## src/rtl/operand_fetch_if.sv

```systemverilog
// operand_fetch_if: request and operand handshake bundle between the issue
// stage, operand_fetch and the ALU.
//   master: issue/ALU side (drives requests, consumes operands)
//   slave : operand_fetch side
interface operand_fetch_if #(
    parameter int WIDTH = 16,
    parameter int NREGS = 16
);
    localparam int IW = $clog2(NREGS);

    logic             req_valid;
    logic             req_ready;
    logic [IW-1:0]    srcA;
    logic [IW-1:0]    srcB;
    logic             useImm;
    logic [WIDTH-1:0] imm;
    logic             op_valid;
    logic             op_ready;
    logic [WIDTH-1:0] opA;
    logic [WIDTH-1:0] opB;

    modport master (
        output req_valid, srcA, srcB, useImm, imm, op_ready,
        input  req_ready, op_valid, opA, opB
    );

    modport slave (
        input  req_valid, srcA, srcB, useImm, imm, op_ready,
        output req_ready, op_valid, opA, opB
    );
endinterface

```

## src/rtl/operand_fetch.sv

```systemverilog
// operand_fetch: reads two source operands from the flat regfile outputs and
// queues them in a 2-entry FIFO toward the ALU.
// Optional feature macro: OPERAND_BYPASS_EN
//   defined   -> a same-cycle regfile write is forwarded into the operand
//   undefined -> no forwarding; a request that hits a pending write stalls
//                one cycle until the write has landed in the regfile

// Per-operand read port: selects one register and reports a write hit on it.
module operand_fetch_sel #(
    parameter int WIDTH = 16,
    parameter int NREGS = 16,
    parameter int IW    = $clog2(NREGS)
) (
    input  logic [NREGS*WIDTH-1:0] regs,
    input  logic [NREGS-1:0]       wbEnable,
    input  logic [WIDTH-1:0]       wbBus,
    input  logic [IW-1:0]          idx,
    output logic [WIDTH-1:0]       val,
    output logic                   hit
);
    // r0 sits in the most significant slice, so an ascending view indexes directly
    logic [0:NREGS-1][WIDTH-1:0] rf;
    assign rf  = regs;
    assign hit = wbEnable[idx];

`ifdef OPERAND_BYPASS_EN
    // forward the value being written this cycle; regs still holds the old one
    always_comb val = hit ? wbBus : rf[idx];
`else
    logic unused_bus;
    assign unused_bus = ^wbBus;
    // no forwarding: the top-level stall guarantees regs is current at push
    always_comb val = rf[idx];
`endif
endmodule

module operand_fetch #(
    parameter int WIDTH = 16,
    parameter int NREGS = 16
) (
    input  logic                   clk,
    input  logic                   reset,
    input  logic [NREGS*WIDTH-1:0] regs,
    input  logic [NREGS-1:0]       wbEnable,
    input  logic [WIDTH-1:0]       wbBus,
    operand_fetch_if.slave         io
);
    localparam int IW = $clog2(NREGS);

    typedef struct packed {
        logic [WIDTH-1:0] a;
        logic [WIDTH-1:0] b;
    } entry_t;

    typedef enum logic [1:0] {EMPTY, ONE, TWO} state_t;

    state_t                  state_q, state_d;
    entry_t                  head_q, tail_q, new_ent;
    logic [1:0][IW-1:0]      idx;
    logic [1:0][WIDTH-1:0]   rd;
    logic [1:0]              hit;
    logic                    stall;
    logic                    push, pop;
    logic                    head_ld_new, head_ld_tail, tail_ld;

    assign idx = {io.srcB, io.srcA};

    // lane 0 = operand A, lane 1 = operand B
    for (genvar i = 0; i < 2; i++) begin : g_sel
        operand_fetch_sel #(.WIDTH(WIDTH), .NREGS(NREGS), .IW(IW)) u_sel (
            .regs     (regs),
            .wbEnable (wbEnable),
            .wbBus    (wbBus),
            .idx      (idx[i]),
            .val      (rd[i]),
            .hit      (hit[i])
        );
    end

`ifdef OPERAND_BYPASS_EN
    logic unused_hit;
    assign unused_hit = ^hit;
    assign stall = 1'b0;
`else
    // an immediate B operand never reads regs, so its write hit is irrelevant
    assign stall = (hit[0] || (!io.useImm && hit[1])) && io.req_valid;
`endif

    assign new_ent.a    = rd[0];
    assign new_ent.b    = io.useImm ? io.imm : rd[1];

    assign io.req_ready = (state_q != TWO) && !stall;
    assign io.op_valid  = (state_q != EMPTY);
    assign io.opA       = head_q.a;
    assign io.opB       = head_q.b;

    assign push = io.req_valid && io.req_ready;
    assign pop  = io.op_valid && io.op_ready;

    // occupancy next-state and entry load selects
    always_comb begin
        state_d      = state_q;
        head_ld_new  = 1'b0;
        head_ld_tail = 1'b0;
        tail_ld      = 1'b0;
        case (state_q)
            EMPTY: if (push) begin
                state_d     = ONE;
                head_ld_new = 1'b1;
            end
            ONE: begin
                if (push && pop) begin
                    head_ld_new = 1'b1;
                end else if (push) begin
                    state_d = TWO;
                    tail_ld = 1'b1;
                end else if (pop) begin
                    state_d = EMPTY;
                end
            end
            TWO: if (pop) begin
                state_d      = ONE;
                head_ld_tail = 1'b1;
            end
            default: state_d = EMPTY;
        endcase
    end

    // occupancy register
    always_ff @(posedge clk or negedge reset) begin
        if (!reset) state_q <= EMPTY;
        else        state_q <= state_d;
    end

    // entry storage; head holds its value when the FIFO drains
    always_ff @(posedge clk or negedge reset) begin
        if (!reset) begin
            head_q <= '0;
            tail_q <= '0;
        end else begin
            if (head_ld_new)       head_q <= new_ent;
            else if (head_ld_tail) head_q <= tail_q;
            if (tail_ld)           tail_q <= new_ent;
        end
    end
endmodule

```

## src/flat_wrapper.sv

```systemverilog
// flat-port wrapper written by rule: the top's interface ports become plain ports
module operand_fetch_flat 
#(
    parameter int WIDTH = 16,
    parameter int NREGS = 16
)
  (clk, reset, regs, wbEnable, wbBus, io_req_valid, io_srcA, io_srcB, io_useImm, io_imm, io_op_ready, io_req_ready, io_op_valid, io_opA, io_opB);
  operand_fetch_if #(.WIDTH(WIDTH), .NREGS(NREGS)) io_i ();
  input  logic clk;
  input  logic reset;
  input  logic [NREGS*WIDTH-1:0] regs;
  input  logic [NREGS-1:0] wbEnable;
  input  logic [WIDTH-1:0] wbBus;
  input wire logic [$bits(io_i.req_valid)-1:0] io_req_valid;
  input wire logic [$bits(io_i.srcA)-1:0] io_srcA;
  input wire logic [$bits(io_i.srcB)-1:0] io_srcB;
  input wire logic [$bits(io_i.useImm)-1:0] io_useImm;
  input wire logic [$bits(io_i.imm)-1:0] io_imm;
  input wire logic [$bits(io_i.op_ready)-1:0] io_op_ready;
  output wire logic [$bits(io_i.req_ready)-1:0] io_req_ready;
  output wire logic [$bits(io_i.op_valid)-1:0] io_op_valid;
  output wire logic [$bits(io_i.opA)-1:0] io_opA;
  output wire logic [$bits(io_i.opB)-1:0] io_opB;
  assign io_i.req_valid = io_req_valid;
  assign io_i.srcA = io_srcA;
  assign io_i.srcB = io_srcB;
  assign io_i.useImm = io_useImm;
  assign io_i.imm = io_imm;
  assign io_i.op_ready = io_op_ready;
  assign io_req_ready = io_i.req_ready;
  assign io_op_valid = io_i.op_valid;
  assign io_opA = io_i.opA;
  assign io_opB = io_i.opB;
  operand_fetch #(.WIDTH(WIDTH), .NREGS(NREGS)) u_core (.clk(clk), .reset(reset), .regs(regs), .wbEnable(wbEnable), .wbBus(wbBus), .io(io_i));
endmodule
```

## config.mk

```make
export PLATFORM = sky130hd
export DESIGN_NAME = operand_fetch_flat
export DESIGN_NICKNAME = d
export VERILOG_FILES = /design/src/rtl/operand_fetch_if.sv /design/src/rtl/operand_fetch.sv /design/src/flat_wrapper.sv
export SDC_FILE = /design/constraint.sdc
export NUM_CORES = 1
export LEC_CHECK = 0
export CORE_AREA = 2 2 163 165
export DETAILED_ROUTE_END_ITERATION = 12
export DIE_AREA = 0 0 165 167
export MAX_ROUTING_LAYER = met4
export PLACE_DENSITY = 0.69
export SYNTH_ARGS = -nofsm -noshare
export SYNTH_HDL_FRONTEND = slang
export SYNTH_SLANG_ARGS = --single-unit
export TNS_END_PERCENT = 30
```

## constraint.sdc

```tcl
create_clock -name clk -period 2.9 [get_ports clk]
set_clock_uncertainty 0.1 [all_clocks]
set_input_delay 0.58 -clock clk [delete_from_list [all_inputs] [get_ports clk]]
set_output_delay 0.58 -clock clk [all_outputs]
set_load 0.05 [all_outputs]
```

; ---- Word level (Yosys, flattened, before mapping)
; Cells that the tools add are included.
[op_classes]
bitwise_logic = 2
muxes = 26
n_lt_le_gt_ge = 4
n_reduce_logical = 13
eq_ne = 7
[op_table]
columns = cell, n
row1 = binary-select mux 16 bit (select 4 bit), 2
row2 = two-way mux 16 bit, 5
row3 = two-way mux 32 bit, 2
row4 = >= comparator 5 bit (second input constant), 2
row5 = less-than comparator 4 x 5 -> 1 bit (second input constant), 2
row6 = two-way mux 2 bit, 5
row7 = inverter 4 -> 5 bit, 2
row8 = binary-select mux 1 bit (select 4 bit), 2
row9 = two-way mux 1 bit, 8
row10 = logical AND 1 bit, 6
row11 = case mux 2 bit (3 select lines), 1
row12 = inequality test 2 x 1 -> 1 bit (second input constant), 2
row13 = inequality test 2 bit (second input constant), 2
row14 = AND reduction 4 bit, 1
row15 = nonzero test 2 bit, 2
row16 = inequality test 3 x 1 -> 1 bit (second input constant), 1
row17 = equality test 2 x 1 -> 1 bit (second input constant), 1
row18 = equality test 2 bit (second input constant), 1
row19 = zero test 1 bit, 2
row20 = zero test 2 bit, 1
row21 = case mux 1 bit (2 select lines), 1
row22 = logical OR 1 bit, 1
[totals]
out_inout_bits = 34
ff_bits = 66
inputBits = 317
word_cells = 57

; ---- Logic depth before layout (Yosys ltp)
[depth]
depth_word = 12
depth_mapped = 8
depth_no_buf = 5

; ---- By module
; Synthesis repeated with hierarchy kept, for this count alone.
[hier_totals]
hier_cells = 505
area_unflattened_um2 = 7176.9
[by_module_without_submodules]
columns = module, seq_area_each_um2, cells_per_inst, n_inst, area_per_inst_um2
row1 = operand_fetch_sel, 0.0, 146, 2, 2018.2
row2 = operand_fetch, 1651.6, 213, 1, 3140.5

; ---- Worst setup path after synthesis
; Ideal clock, no wire load.
[synth_timing]
path_kind = input port to output port
from = in io_srcA[0]
to = out io_req_ready
required_time_ns = 2.220
path_stages = 6
arrival_ns = 2.761
path_slack_ns = -0.541
n_path_buf = 1
path_cell_list = buf_2 > mux4_2 > mux2i_1 > mux2i_2 > or3_1 > a21oi_1
[synth_via]
elab_chain_len = 6
[synth_lines]
columns = element, line
row1 = "start, declared", flat_wrapper.sv:15  ; input wire logic [$bits(io_i.srcA)-1:0] io_srcA;
row2 = binary-select mux 1 bit (select 4 bit), operand_fetch.sv:24  ; assign hit = wbEnable[idx];
row3 = two-way mux 1 bit (not written as such), operand_fetch.sv:24
row4 = logical OR 1 bit, operand_fetch.sv:86  ; assign stall = (hit[0] || (!io.useImm && hit[1])) && io.req_valid;
row5 = logical AND 1 bit, operand_fetch.sv:86
row6 = zero test 1 bit, operand_fetch.sv:92  ; assign io.req_ready = (state_q != TWO) && !stall;
row7 = logical AND 1 bit, operand_fetch.sv:92
row8 = "end, declared", flat_wrapper.sv:20  ; output wire logic [$bits(io_i.req_ready)-1:0] io_req_ready;
; No other way between the ends. The select of a mux whose other input is x is not followed.

; ---- Worst setup path after layout
; Ends and elaborated chain as after synthesis.

==> impl_metrics.csv <==
group,metric,value,unit
run_status,status,"finished clean",
worst_setup_path,required,2.22,ns
worst_setup_path,critPathCaptureType,"output port",
hold_path,hp-class,"in -> async",
place,gp_routability_congestion,0.898,
timing,hold_violations,0,
power,power-per-cell-area,528,nW/um^2
route,wl_met1,12000,um
worst_setup_path,ff2ff_path_depth,5,
die,die_area,27600,um^2
die,ioPinCount,351,
synthesis,yosysSeqAreaShare,23.1,%
synthesis,synth-main-ff-cell,"dfrtp_1",
timing,fin_tns_setup,0,ns
worst_setup_path,r2r_end,"u_core.io.opA[6]",
worst_setup_path,criticalPathCategory,"in -> out",
timing,tightestPinTransition,0.847,ns
synthesis,post_synth_inst_count,501,
timing,report.final.slew_viol_count,0,
synthesis,syn_area,7150,um^2
power,p_leak,4.23,nW
worst_setup_path,r2r-start,"u_core.state_q[1]",
cts,clock_sinks,66,
power,report.power.total,5.99,mW
cts,cts_tree,"built",
synthesis,synth_top_area_cell,"mux4_2",
route,first_iter_violations,348,
global_route,grt_first_pass_wirelength,41500,um
layout,design_area,11300,um^2
cts,cts_root_buf,"clkbuf_16",
global_route,grt_pass1_vias,6887,
place,portBuffers,334,
cts,numCtsBuffers,9,
route,wl_met2,13900,um
route,top_layer_used,"met4",
timing,timing.hold.ws,0.259,ns
route,drt-pass1-iter-count,4,
cts,clk_latency,0.33,ns
place,dpl.cell_count,1152,
place,dpl_cell_area,11100,um^2
layout,layout-drive-gt1-share,34.1,%
die,die_y,167,um
synthesis,synth_nets,818,
synthesis,avgSynthCellArea,14.3,um^2
cts,clkTransAtPathRegs,0.06,ns
die,rows,59,
route,wl,28000,um
timing,slew_headroom,43.5,%
route,wl_per_cell,23.9,um
route,avgViaCountPerCell,5.40,
synthesis,yosys_register_bits,66,
worst_setup_path,start_kind,"primary input",
layout,nets,1148,
synthesis,yosys_warnings,0,
worst_setup_path,slowest_stage,"mux4_2",
die,start_util,27.7,%
worst_setup_path,max_stage_delay,0.52,ns
synthesis,yosysUniqueCellTypes,30,
worst_setup_path,worstPathMaxFanout,6,
die,fp.coreArea,25800,um^2
timing,max_freq,354,MHz
timing,setup_viol,0,
place,hpwl,23100,um
synthesis,async_reset_ff_share,100,%
route,wl_met3,1530,um
layout,fin_cells,1171,
worst_setup_path,crit_path_cell_trace,"buf_12, mux4_2, mux2i_2, mux2i_2, or3_4, a21oi_4, buf_12",
timing,post-route-period-util,97.4,%
die,die_w,165,um
place,dp_slack,-0.245,ns
global_route,antenna_found_initial,2,
cts,htreeDepth,3,
layout,area_growth,58.6,%
power,irDropWorstVdd,0.634,mV
route,drc,0,
layout,num_antenna_cells,0,
synthesis,yosys-top-cells-area,"mux4_2 47%, dfrtp_1 23%, mux2i_1 9.2%",
layout,final_core_util,44.0,%
worst_setup_path,crit_arrival,2.14,ns
timing,fin_ws,0.0762,ns
synthesis,synth_top_area_share,47.3,%
timing,period_needed,2.82,ns
global_route,overflow,0,
job,maxCapViolCount,0,
route,ant_nets,0,
route,vias,6327,
global_route,grt_max_degree,67,
global_route,grt_use_total,20.9,%
synthesis,synth_edf_count,0,
cts,clockBufferDepth,2,
timing,rsz0062_at_grt,"no",
worst_setup_path,r2r_setup_slack,0.99,ns
[where the power goes]
part | leakage, nW | internal, mW | switching, mW
clock network | 0.146 | 0.672 | 0.430
logic | 3.32 | 1.60 | 1.71
registers | 0.768 | 1.37 | 0.211
[critical path: cells and delay by family]
kind / cells / cell delay (ns)
AO/OA/AOI/OAI: 1 / 0.15
buffers and inverters: 2 / 0.25
multiplexers: 3 / 0.80
AND/OR/NAND/NOR: 1 / 0.36
[cell families (layout without fill, tap and decap cells)]
family	Yosys count	count (layout)	synth area share [%]
AO/OA/AOI/OAI	57	57	4.76
multiplexers	268	268	64.7
buffers and inverters	72	407	4.50
flip-flops	66	66	23.1
AND/OR/NAND/NOR	38	38	2.91
[cell type report]
| type | instances | area (um^2) |
|---|---|---|
| clock buffers | 9 | 225 |
| clock inverters | 7 | 77.6 |
| fillers | 2403 | 14400 |
| inverters | 19 | 71.3 |
| multi-input cells | 363 | 5200 |
| flip-flops and latches | 66 | 1650 |
| well taps | 335 | 419 |
| repair buffers | 372 | 3690 |
[metal layers]
metal | up-vias | GRT usage, %
met2 | 266 | 34.1
li1 | 2773 | -
met5 | - | -
met3 | 33 | 1.89
met1 | 3255 | 28.3
met4 | 0 | 4.73
[flip-flops by register name, summed over array words and instances (netlist names)]
signal	cells
u_core.io.opB	16
u_core.state_q	2
u_core.tail_q	32
u_core.io.opA	16
[timing repair]
item,CTS,global route
pin swaps,2,2
endpoints found under the hold margin,0,0
setup endpoints to repair,1,1
setup buffers,2,1
resized for setup,67,3
hold buffers,0,0
[synthesized netlist by cell type, drive strengths merged (3+ instances only)]
cell      n
mux2     51
nor4      3
nand2     5
nor2b     4
inv      19
mux2i    67
a22oi    16
dfrtp    66
nor2     21
a21oi    17
o21ai    19
buf      29
clkbuf   24
mux4    150
[how the worst max path moves through the flow]
stage / from / endpoint / cells after the start
3_3_place_gp: wbEnable[7] / io_req_ready / 7
3_5_place_dp: wbEnable[14] / io_req_ready / 7
6_report: io_srcA[0] / io_req_ready / 7
5_1_grt: io_srcA[0] / io_req_ready / 7
2_1_floorplan: io_srcB[0] / io_req_ready / 6
4_1_cts: io_srcA[0] / io_req_ready / 7
[cell usage in the layout (no fill, tap or decap), types with 2 or more instances in the layout]
cell type        instances
clkbuf_16                9
buf_2                   19
nand2_1                  4
mux2i_1                 65
clkdlybuf4s50_1        310
mux2_1                   4
nor4_4                   2
buf_12                  13
a22oi_1                 16
mux2_2                  47
inv_1                   19
mux2i_2                  2
buf_4                   28
nor2_1                  20
clkinv_4                 2
mux4_2                 150
a21oi_1                 16
o21ai_0                 18
inv_6                    2
dfrtp_1                 66
nor2b_1                  3
(Power assumes the default switching activity.)
